## config.mk

```make
export PLATFORM = sky130hd
export DESIGN_NAME = mips_dmem_responder
export DESIGN_NICKNAME = d
export VERILOG_FILES = /design/src/rtl/mips_dmem_responder.sv
export SDC_FILE = /design/constraint.sdc
export NUM_CORES = 2
export LEC_CHECK = 0
export ABC_AREA = 0
export BUFFER_PORTS_ARGS = -buffer_cell sky130_fd_sc_hd__buf_2
export CAP_MARGIN = 10
export CORE_ASPECT_RATIO = 0.75
export CORE_MARGIN = 1.5
export CORE_UTILIZATION = 55
export DETAILED_ROUTE_END_ITERATION = 8
export PLACE_DENSITY = 0.71
export SLEW_MARGIN = 20
export SYNTH_ARGS = -nofsm -noshare
export SYNTH_HDL_FRONTEND = slang
export SYNTH_SLANG_ARGS = --single-unit
```

## constraint.sdc

```tcl
create_clock -name clk -period 6.58 [get_ports clk]
set_input_delay 1.316 -clock clk [delete_from_list [all_inputs] [get_ports clk]]
set_output_delay 1.316 -clock clk [all_outputs]
set_load 0.01 [all_outputs]
```

## src/rtl/mips_dmem_responder.sv

```systemverilog
// Data-memory responder for the MIPS core: word RAM, pass/fail store checker and a
// write-log FIFO with a valid/ready drain port.
module mips_dmem_responder #(
  parameter int unsigned MEM_WORDS    = 64,
  parameter int unsigned PASS_ADDR    = 84,
  parameter int unsigned PASS_DATA    = 7,
  parameter int unsigned SCRATCH_ADDR = 80,
  parameter int unsigned LOG_DEPTH    = 8
) (
  input  logic        clk,
  input  logic        reset,
  input  logic        memwrite,
  input  logic [31:0] dataadr,
  input  logic [31:0] writedata,
  output logic [31:0] readdata,
  output logic        done,
  output logic        pass,
  output logic        log_valid,
  input  logic        log_ready,
  output logic [31:0] log_addr,
  output logic [31:0] log_data,
  output logic [7:0]  drop_count,
  output logic [15:0] write_count
);

  localparam int unsigned AW = $clog2(MEM_WORDS);
  localparam int unsigned LW = $clog2(LOG_DEPTH);
  localparam logic [31:0] MemBytes = 32'(MEM_WORDS * 4);
  localparam logic [LW:0] LogFull  = (LW + 1)'(LOG_DEPTH);

  typedef enum logic [1:0] {StRun, StPass, StFail} state_e;

  // ---------------------------------------------------------------------------
  // Data RAM
  // ---------------------------------------------------------------------------
  logic [31:0]   mem [MEM_WORDS];
  logic [AW-1:0] idx;
  logic          addr_ok;

  assign idx     = dataadr[AW+1:2];
  assign addr_ok = (dataadr[1:0] == 2'b00) && (dataadr < MemBytes);

  // RAM keeps its contents across reset, so it has no reset branch.
  always_ff @(posedge clk) begin
    if (memwrite && addr_ok) begin
      mem[idx] <= writedata;
    end
  end

  assign readdata = addr_ok ? mem[idx] : '0;

  // ---------------------------------------------------------------------------
  // Checker FSM
  // ---------------------------------------------------------------------------
  state_e state_q, state_d;

  always_comb begin
    state_d = state_q;
    if (state_q == StRun && memwrite) begin
      if (dataadr == 32'(PASS_ADDR)) begin
        state_d = (writedata == 32'(PASS_DATA)) ? StPass : StFail;
      end else if (dataadr != 32'(SCRATCH_ADDR)) begin
        state_d = StFail;
      end
    end
  end

  always_ff @(posedge clk or negedge reset) begin
    if (!reset) begin
      state_q <= StRun;
    end else begin
      state_q <= state_d;
    end
  end

  assign done = (state_q != StRun);
  assign pass = (state_q == StPass);

  // ---------------------------------------------------------------------------
  // Write-log FIFO
  // ---------------------------------------------------------------------------
  logic [31:0]   log_addr_mem [LOG_DEPTH];
  logic [31:0]   log_data_mem [LOG_DEPTH];
  logic [LW-1:0] wr_ptr_q, wr_ptr_d, rd_ptr_q, rd_ptr_d;
  logic [LW:0]   count_q, count_d;
  logic [7:0]    drop_q, drop_d;
  logic [15:0]   wcnt_q, wcnt_d;
  logic          full, push, pop;

  assign full      = (count_q == LogFull);
  assign log_valid = (count_q != '0);
  assign pop       = log_valid && log_ready;
  // A pop in the same cycle frees the slot the push needs.
  assign push      = memwrite && (!full || pop);

  always_comb begin
    wr_ptr_d = wr_ptr_q;
    rd_ptr_d = rd_ptr_q;
    count_d  = count_q;
    drop_d   = drop_q;
    wcnt_d   = wcnt_q;
    if (push) begin
      wr_ptr_d = wr_ptr_q + LW'(1);
    end
    if (pop) begin
      rd_ptr_d = rd_ptr_q + LW'(1);
    end
    if (push && !pop) begin
      count_d = count_q + (LW + 1)'(1);
    end else if (pop && !push) begin
      count_d = count_q - (LW + 1)'(1);
    end
    if (memwrite && !push && drop_q != 8'hff) begin
      drop_d = drop_q + 8'd1;
    end
    if (memwrite && wcnt_q != 16'hffff) begin
      wcnt_d = wcnt_q + 16'd1;
    end
  end

  always_ff @(posedge clk or negedge reset) begin
    if (!reset) begin
      wr_ptr_q <= '0;
      rd_ptr_q <= '0;
      count_q  <= '0;
      drop_q   <= '0;
      wcnt_q   <= '0;
    end else begin
      wr_ptr_q <= wr_ptr_d;
      rd_ptr_q <= rd_ptr_d;
      count_q  <= count_d;
      drop_q   <= drop_d;
      wcnt_q   <= wcnt_d;
    end
  end

  always_ff @(posedge clk) begin
    if (push) begin
      log_addr_mem[wr_ptr_q] <= dataadr;
      log_data_mem[wr_ptr_q] <= writedata;
    end
  end

  // Gated by valid so an emptied log reads back as zero.
  assign log_addr    = log_valid ? log_addr_mem[rd_ptr_q] : '0;
  assign log_data    = log_valid ? log_data_mem[rd_ptr_q] : '0;
  assign drop_count  = drop_q;
  assign write_count = wcnt_q;

endmodule

```

After elaboration in Yosys (flattened, before gate mapping)
Memories as Yosys holds them, arrays and structs flattened. Cells that the tools add are included.

Add/sub/neg operators: 6. $mul: 0. Divide/modulo/power cells: 0. Order comparisons: 1. Eq/ne operators: 7. Shift operators: 0. Mux-type cells: 12. Bitwise logic cells: 0. Reduce and logical (&&, ||, !) cells: 21.

Operator list (number): $mux 32 (3); $eq 32x3->1 const B (1); $eq 32x7->1 const B (1); $lt 32x9->1 const B (1); $ne 32x7->1 const B (1); $add 16x1->16 const B (1); $ne 16x16->1 const B (1); $logic_and 1x1->1 (10); $add 8x1->8 const B (1); $mux 4 (2); $ne 8x8->1 const B (1); $add 3x1->3 const B (2); $mux 2 (3); $reduce_bool 2->1 (3); $add 4x1->4 const B (1); $eq 4x4->1 const B (1); $logic_not 2->1 (2); $mux 1 (4); $reduce_bool 4->1 (1); $sub 4x1->4 const B (1); $logic_not 1->1 (3); $eq 2x1->1 const B (1); $reduce_and 2->1 (1); $logic_or 1x1->1 (1).

Register bits: 36. Latch bits: 0. Bits in writable memories: 2560. Memory bits (read-only): 0. Input bits: 68. Logic and storage cells: 56. Memories kept: 3.

Memory list: mem (depth 64, width 32, rd ports 1, clocked after memory_dff 0, write ports 1, RTL line 36) `logic [31:0] mem [MEM_WORDS];`; log_addr_mem (depth 8, width 32, rd ports 1, clocked after memory_dff 0, write ports 1, RTL line 82) `logic [31:0] log_addr_mem [LOG_DEPTH];`; log_data_mem (depth 8, width 32, rd ports 1, clocked after memory_dff 0, write ports 1, RTL line 83) `logic [31:0] log_data_mem [LOG_DEPTH];`.

Depth between registers and ports, before layout
Depth in word-level cells: 8. Gate-level depth with buffers: 11.

Worst setup path before layout
Ideal clock, no wire load.

Path kind: input to register. Start point: in memwrite. End point: mem log_addr_mem[1][0] (enable). Library setup time: 0.565 ns. Arrival: 6.276 ns. Path slack: -0.260 ns. Stages: 4. Path buffers: 0. Cell sequence: inv_1 a31oi_1 nand2_1 nor3_1.

Cells in the longest elaborated chain, start to end: 3.

RTL lines: start, declared (RTL line 12) `input logic memwrite,`; $logic_and 1x1->1 (RTL line 94) `assign push = memwrite && (!full || pop);`; named net push (RTL line 88) `logic full, push, pop;`; $mux 1 (RTL line 138) `if (push) begin`; $mux 1 (implied by the code) (RTL line 139) `log_addr_mem[wr_ptr_q] <= dataadr;`; end, declared (RTL line 82).

The timed path passes the listed nets, and every way through them passes these cells.

Final worst setup path
Start point: in dataadr[24]. End point: out readdata[29].

Cells in the longest elaborated chain, start to end: 3.

RTL lines: start, declared (RTL line 13) `input logic [31:0] dataadr,`; $lt 32x9->1 (RTL line 41) `assign addr_ok = (dataadr[1:0] == 2'b00) && (dataadr < MemBytes);`; $logic_and 1x1->1 (RTL line 41); $mux 32 (RTL line 50) `assign readdata = addr_ok ? mem[idx] : '0;`; end, declared (RTL line 15) `output logic [31:0] readdata,`.

Every way passes these cells.

==> qor_table.md <==
| Result | This run | Unit |
|---|---|---|
| Run status | finished clean | - |
| Element type at the critical path start | primary input | - |
| Number of top-level design ports | 191 | - |
| Post-DR wirelength/cell | 33.8 | um |
| Dominant synthesized flop cell | sky130_fd_sc_hd__edfxtp_1 | - |
| Wire length of the first global-routing pass | 363000 | um |
| Total number of placement rows | 135 | - |
| Detailed Routing Iterations Pass 1 | 6 | - |
| Power per unit of standard cell area | 325 | nW/um2 |
| PnR Total Power | 36700 | uW |
| Total number of clock tree sinks | 2596 | - |
| TritonCTS clock tree | done | - |
| Grt ovf | 0 | - |
| Post-route setup slack | 0.657 | ns |
| Slew at the pin closest to its max-slew limit | 1.05 | ns |
| Remaining antenna violation count | 0 | - |
| Upper clock frequency limit | 169 | MHz |
| Setup repair after global routing missed its margin | false | - |
| Number of hold-slack violations in the final timing report | 0 | - |
| Combined area of all synthesized cells | 100000 | um2 |
| Min Tclk post-route | 5.92 | ns |
| Number of CTS-inserted buffers | 224 | - |
| Antenna violations before repair | 8 | - |
| Maximum buffer depth of the clock tree | 3 | - |
| Largest net degree at the start of global routing | 76 | - |
| Synth Register Bits | 2596 | - |
| Number of hold buffers added after CTS | 0 | - |
| Layout cells sized above 1 | 0.281 | - |
| Area delta synth->final | 12.6 | % |
| Vertical die dimension | 373 | um |
| Sequential Area | 77800 | um2 |
| Clk root buf | sky130_fd_sc_hd__clkbuf_16 | - |
| Post-CTS setup buffers | 0 | - |
| Leak Pwr | 0.0363 | uW |
| Post-synth EDFFs | 2560 | - |
| Number of nets in the finished design | 4984 | - |
| Path category of the worst min-delay check | reg2reg | - |
| Total setup violations reported at the end of the flow | 0 | - |
| Die outline area | 185000 | um2 |
| Routability congestion estimate from global placement | 0.847 | - |
| Total of max-cap violations | 0 | - |
| Setup_tns | 0 | ns |
| Pre-CTS setup slack | 0.632 | ns |
| Average cell area after synthesis | 22.3 | um2 |
| Cell area reported after detailed placement | 106000 | um2 |
| Worst vdd rail ir drop | 0.239 | mV |
| Type of element capturing the critical path | output port | - |
| DRC violations left | 0 | - |
| Number of cells upsized or downsized after cts | 0 | - |
| Clk slew on worst S/H paths | 0.07 | ns |
| CP Data Required Time | 5.26 | ns |
| Worst setup path category | in2out | - |
| Via count | 49900 | - |
| Clock Skew | 0.0337 | ns |
| WHS | 0.504 | ns |
| Clk_lat worst skew | 0.86 | ns |
| Number of buffers inserted by port buffering | 190 | - |
| Arrival time of the worst setup path | 4.61 | ns |
| Summed area of non-filler cells in the final layout | 113000 | um2 |
| Total core area | 181000 | um2 |
| Fraction of registers with async set or reset after synthesis | 0.0139 | - |
| Area of the multi-input gates | 21300 | um2 |
| Fin. max-slew vios | 0 | - |
| Gate count of the mapped netlist | 4483 | - |
| Warning count from the yosys run | 0 | - |
| Share of the clock period used by the worst path | 0.900 | - |
| Vias per inst | 6.66 | - |
| Vias in the first global route | 49100 | - |
| Nets in the synthesized netlist | 4559 | - |
| Die Wd | 496 | um |
| DRC violation total after the first TritonRoute iteration | 7403 | - |
| Number of inserted filler cells in the final layout | 12000 | - |
| Critical-path maximum fanout | 10 | - |
| Initial Util | 0.554 | - |
| Wire length after detailed routing | 254000 | um |
| GRT Resource Usage Total | 0.277 | - |
| Total number of H-tree levels | 4 | - |
| Slew margin rel. | 0.280 | - |
| Placed wire-length estimate | 151000 | um |
| Register area share after synthesis | 0.776 | - |
| Distinct cells, synth | 73 | - |
-- layout make-up --
cell class	instances	area share
inverter	9	0.000300
clock inverter	158	0.0122
sequential	2596	0.690
tap	2397	0.0266
clock buffer	265	0.0520
timing repair buffer	442	0.0306
antenna	3	0.0000666
multi-input combinational	1635	0.189
-- Yosys cell counts (4+ instances only) --
| cell | number | area (um2) |
|---|---|---|
| sky130_fd_sc_hd__o31ai_1 | 4 | 30.0 |
| sky130_fd_sc_hd__ha_1 | 7 | 87.6 |
| sky130_fd_sc_hd__buf_6 | 50 | 563 |
| sky130_fd_sc_hd__nor4_1 | 20 | 125 |
| sky130_fd_sc_hd__o22ai_1 | 48 | 300 |
| sky130_fd_sc_hd__clkbuf_1 | 60 | 225 |
| sky130_fd_sc_hd__buf_2 | 58 | 290 |
| sky130_fd_sc_hd__a211oi_1 | 45 | 338 |
| sky130_fd_sc_hd__buf_1 | 9 | 33.8 |
| sky130_fd_sc_hd__mux4_2 | 530 | 11900 |
| sky130_fd_sc_hd__o221ai_1 | 22 | 193 |
| sky130_fd_sc_hd__edfxtp_1 | 2560 | 76900 |
| sky130_fd_sc_hd__nand3_1 | 15 | 75.1 |
| sky130_fd_sc_hd__buf_4 | 52 | 390 |
| sky130_fd_sc_hd__a22oi_1 | 33 | 248 |
| sky130_fd_sc_hd__o2111ai_1 | 4 | 35.0 |
| sky130_fd_sc_hd__and3_1 | 21 | 131 |
| sky130_fd_sc_hd__o21ai_0 | 24 | 120 |
| sky130_fd_sc_hd__mux2i_1 | 270 | 2700 |
| sky130_fd_sc_hd__dfrtp_1 | 36 | 901 |
| sky130_fd_sc_hd__nand4_1 | 11 | 68.8 |
| sky130_fd_sc_hd__buf_8 | 7 | 105 |
| sky130_fd_sc_hd__nand2_1 | 78 | 293 |
| sky130_fd_sc_hd__nor2_1 | 161 | 604 |
| sky130_fd_sc_hd__o32ai_1 | 11 | 96.3 |
| sky130_fd_sc_hd__a221oi_1 | 24 | 210 |
| sky130_fd_sc_hd__nor2b_1 | 22 | 138 |
| sky130_fd_sc_hd__xnor2_1 | 23 | 201 |
| sky130_fd_sc_hd__mux2_2 | 52 | 586 |
| sky130_fd_sc_hd__mux4_1 | 37 | 972 |
| sky130_fd_sc_hd__a2111oi_0 | 11 | 96.3 |
| sky130_fd_sc_hd__a21oi_1 | 47 | 235 |
| sky130_fd_sc_hd__xor2_1 | 4 | 35.0 |
| sky130_fd_sc_hd__nor3_1 | 24 | 120 |
| sky130_fd_sc_hd__a221o_1 | 12 | 120 |
| sky130_fd_sc_hd__or3_1 | 5 | 31.3 |
| sky130_fd_sc_hd__inv_1 | 9 | 33.8 |
| sky130_fd_sc_hd__a31oi_1 | 14 | 87.6 |
| sky130_fd_sc_hd__nand2b_1 | 11 | 68.8 |
-- worst paths after layout --
kind | start | end | slack, ns | cells past startpoint
max reg2reg | count_q[2]$_DFFE_PN0P_ | count_q[3]$_DFFE_PN0P_ | 3.29 | 12
min | write_count[9]$_DFFE_PN0P_ | write_count[9]$_DFFE_PN0P_ | 0.50 | 1
min reg2reg | write_count[9]$_DFFE_PN0P_ | write_count[9]$_DFFE_PN0P_ | 0.50 | 1
max | dataadr[24] | readdata[29] | 0.66 | 9
min in group asynchronous | reset | rd_ptr_q[1]$_DFFE_PN0P_ | 0.56 | 1
max in group asynchronous | reset | rd_ptr_q[2]$_DFFE_PN0P_ | 5.39 | 1
-- routing by layer --
metal	GRT usage	share of wire	vias up	wire, um
met3	0.0534	0.11	361	28800
met1	0.425	0.40	26600	101000
met2	0.411	0.46	3138	117000
met4	0.0744	0.026	4	6590
met5	0	0.00010	-	26
li1	-	-	19900	-
-- per-stage QoR --
| stage | instances | util |
|---|---|---|
| 6_report | 7505 | 0.624 |
| 3_5_place_dp | 7079 | 0.584 |
| 4_1_cts | 7502 | 0.624 |
| 3_3_place_gp | 7079 | 0.584 |
| 2_1_floorplan | 4483 | - |
| 5_1_grt | 7502 | 0.624 |
-- state kept, by name (all words and copies together) (netlist names) --
signal and flops:
state_q 2, mem 2048, write_count 16, log_addr_mem 256, drop_count 8, rd_ptr_q 3, count_q 4, log_data_mem 256
wr_ptr_q 3
-- layout by cell type (no fill, tap or decap), types with 15 or more instances in the layout --
| cell type | instances |
|---|---|
| sky130_fd_sc_hd__mux2_2 | 52 |
| sky130_fd_sc_hd__o221ai_1 | 22 |
| sky130_fd_sc_hd__nand2_1 | 78 |
| sky130_fd_sc_hd__nor2_1 | 89 |
| sky130_fd_sc_hd__edfxtp_1 | 2560 |
| sky130_fd_sc_hd__nor2_4 | 70 |
| sky130_fd_sc_hd__nor3_1 | 22 |
| sky130_fd_sc_hd__nor4_1 | 19 |
| sky130_fd_sc_hd__a22oi_1 | 33 |
| sky130_fd_sc_hd__nand3_1 | 15 |
| sky130_fd_sc_hd__a211oi_1 | 45 |
| sky130_fd_sc_hd__o21ai_0 | 24 |
| sky130_fd_sc_hd__buf_12 | 46 |
| sky130_fd_sc_hd__clkbuf_1 | 36 |
| sky130_fd_sc_hd__buf_4 | 207 |
| sky130_fd_sc_hd__and3_1 | 21 |
| sky130_fd_sc_hd__clkbuf_16 | 229 |
| sky130_fd_sc_hd__o22ai_1 | 48 |
| sky130_fd_sc_hd__mux4_2 | 530 |
| sky130_fd_sc_hd__clkinv_1 | 63 |
| sky130_fd_sc_hd__bufinv_16 | 22 |
| sky130_fd_sc_hd__nor2b_1 | 22 |
| sky130_fd_sc_hd__xnor2_1 | 23 |
| sky130_fd_sc_hd__a21oi_1 | 47 |
| sky130_fd_sc_hd__mux2i_1 | 270 |
| sky130_fd_sc_hd__a221oi_1 | 24 |
| sky130_fd_sc_hd__clkinv_2 | 53 |
| sky130_fd_sc_hd__buf_2 | 186 |
| sky130_fd_sc_hd__mux4_1 | 37 |
| sky130_fd_sc_hd__dfrtp_1 | 33 |
-- report_power, final --
group	total [uW]	leakage (uW)	internal, uW	switching, uW
clock	13100	0.00356	7220	5910
combinational	4460	0.00922	1900	2570
sequential	19100	0.0235	18700	396
-- worst max-delay path, stage by stage --
cell and delay [ns]:
sky130_fd_sc_hd__buf_2 0.15, sky130_fd_sc_hd__nor4_1 0.51, sky130_fd_sc_hd__nand3_1 0.35, sky130_fd_sc_hd__nor2_2 0.44
sky130_fd_sc_hd__buf_4 0.38, sky130_fd_sc_hd__o21ai_0 0.16, sky130_fd_sc_hd__nor4_1 0.76, sky130_fd_sc_hd__o2111a_1 0.37
sky130_fd_sc_hd__buf_2 0.16
-- kinds of logic (layout without fill, tap and decap cells) --
logic type	after synthesis	count (layout)	synth area share
fa+ha+maj	8	8	0.00107
compound gates	320	320	0.0233
flops	2596	2596	0.776
mux	889	889	0.162
simple gates	391	391	0.0183
xor+xnor	27	27	0.00236
buf+inv	252	874	0.0171
other cells	0	3	0
(Power assumes the default switching activity.)
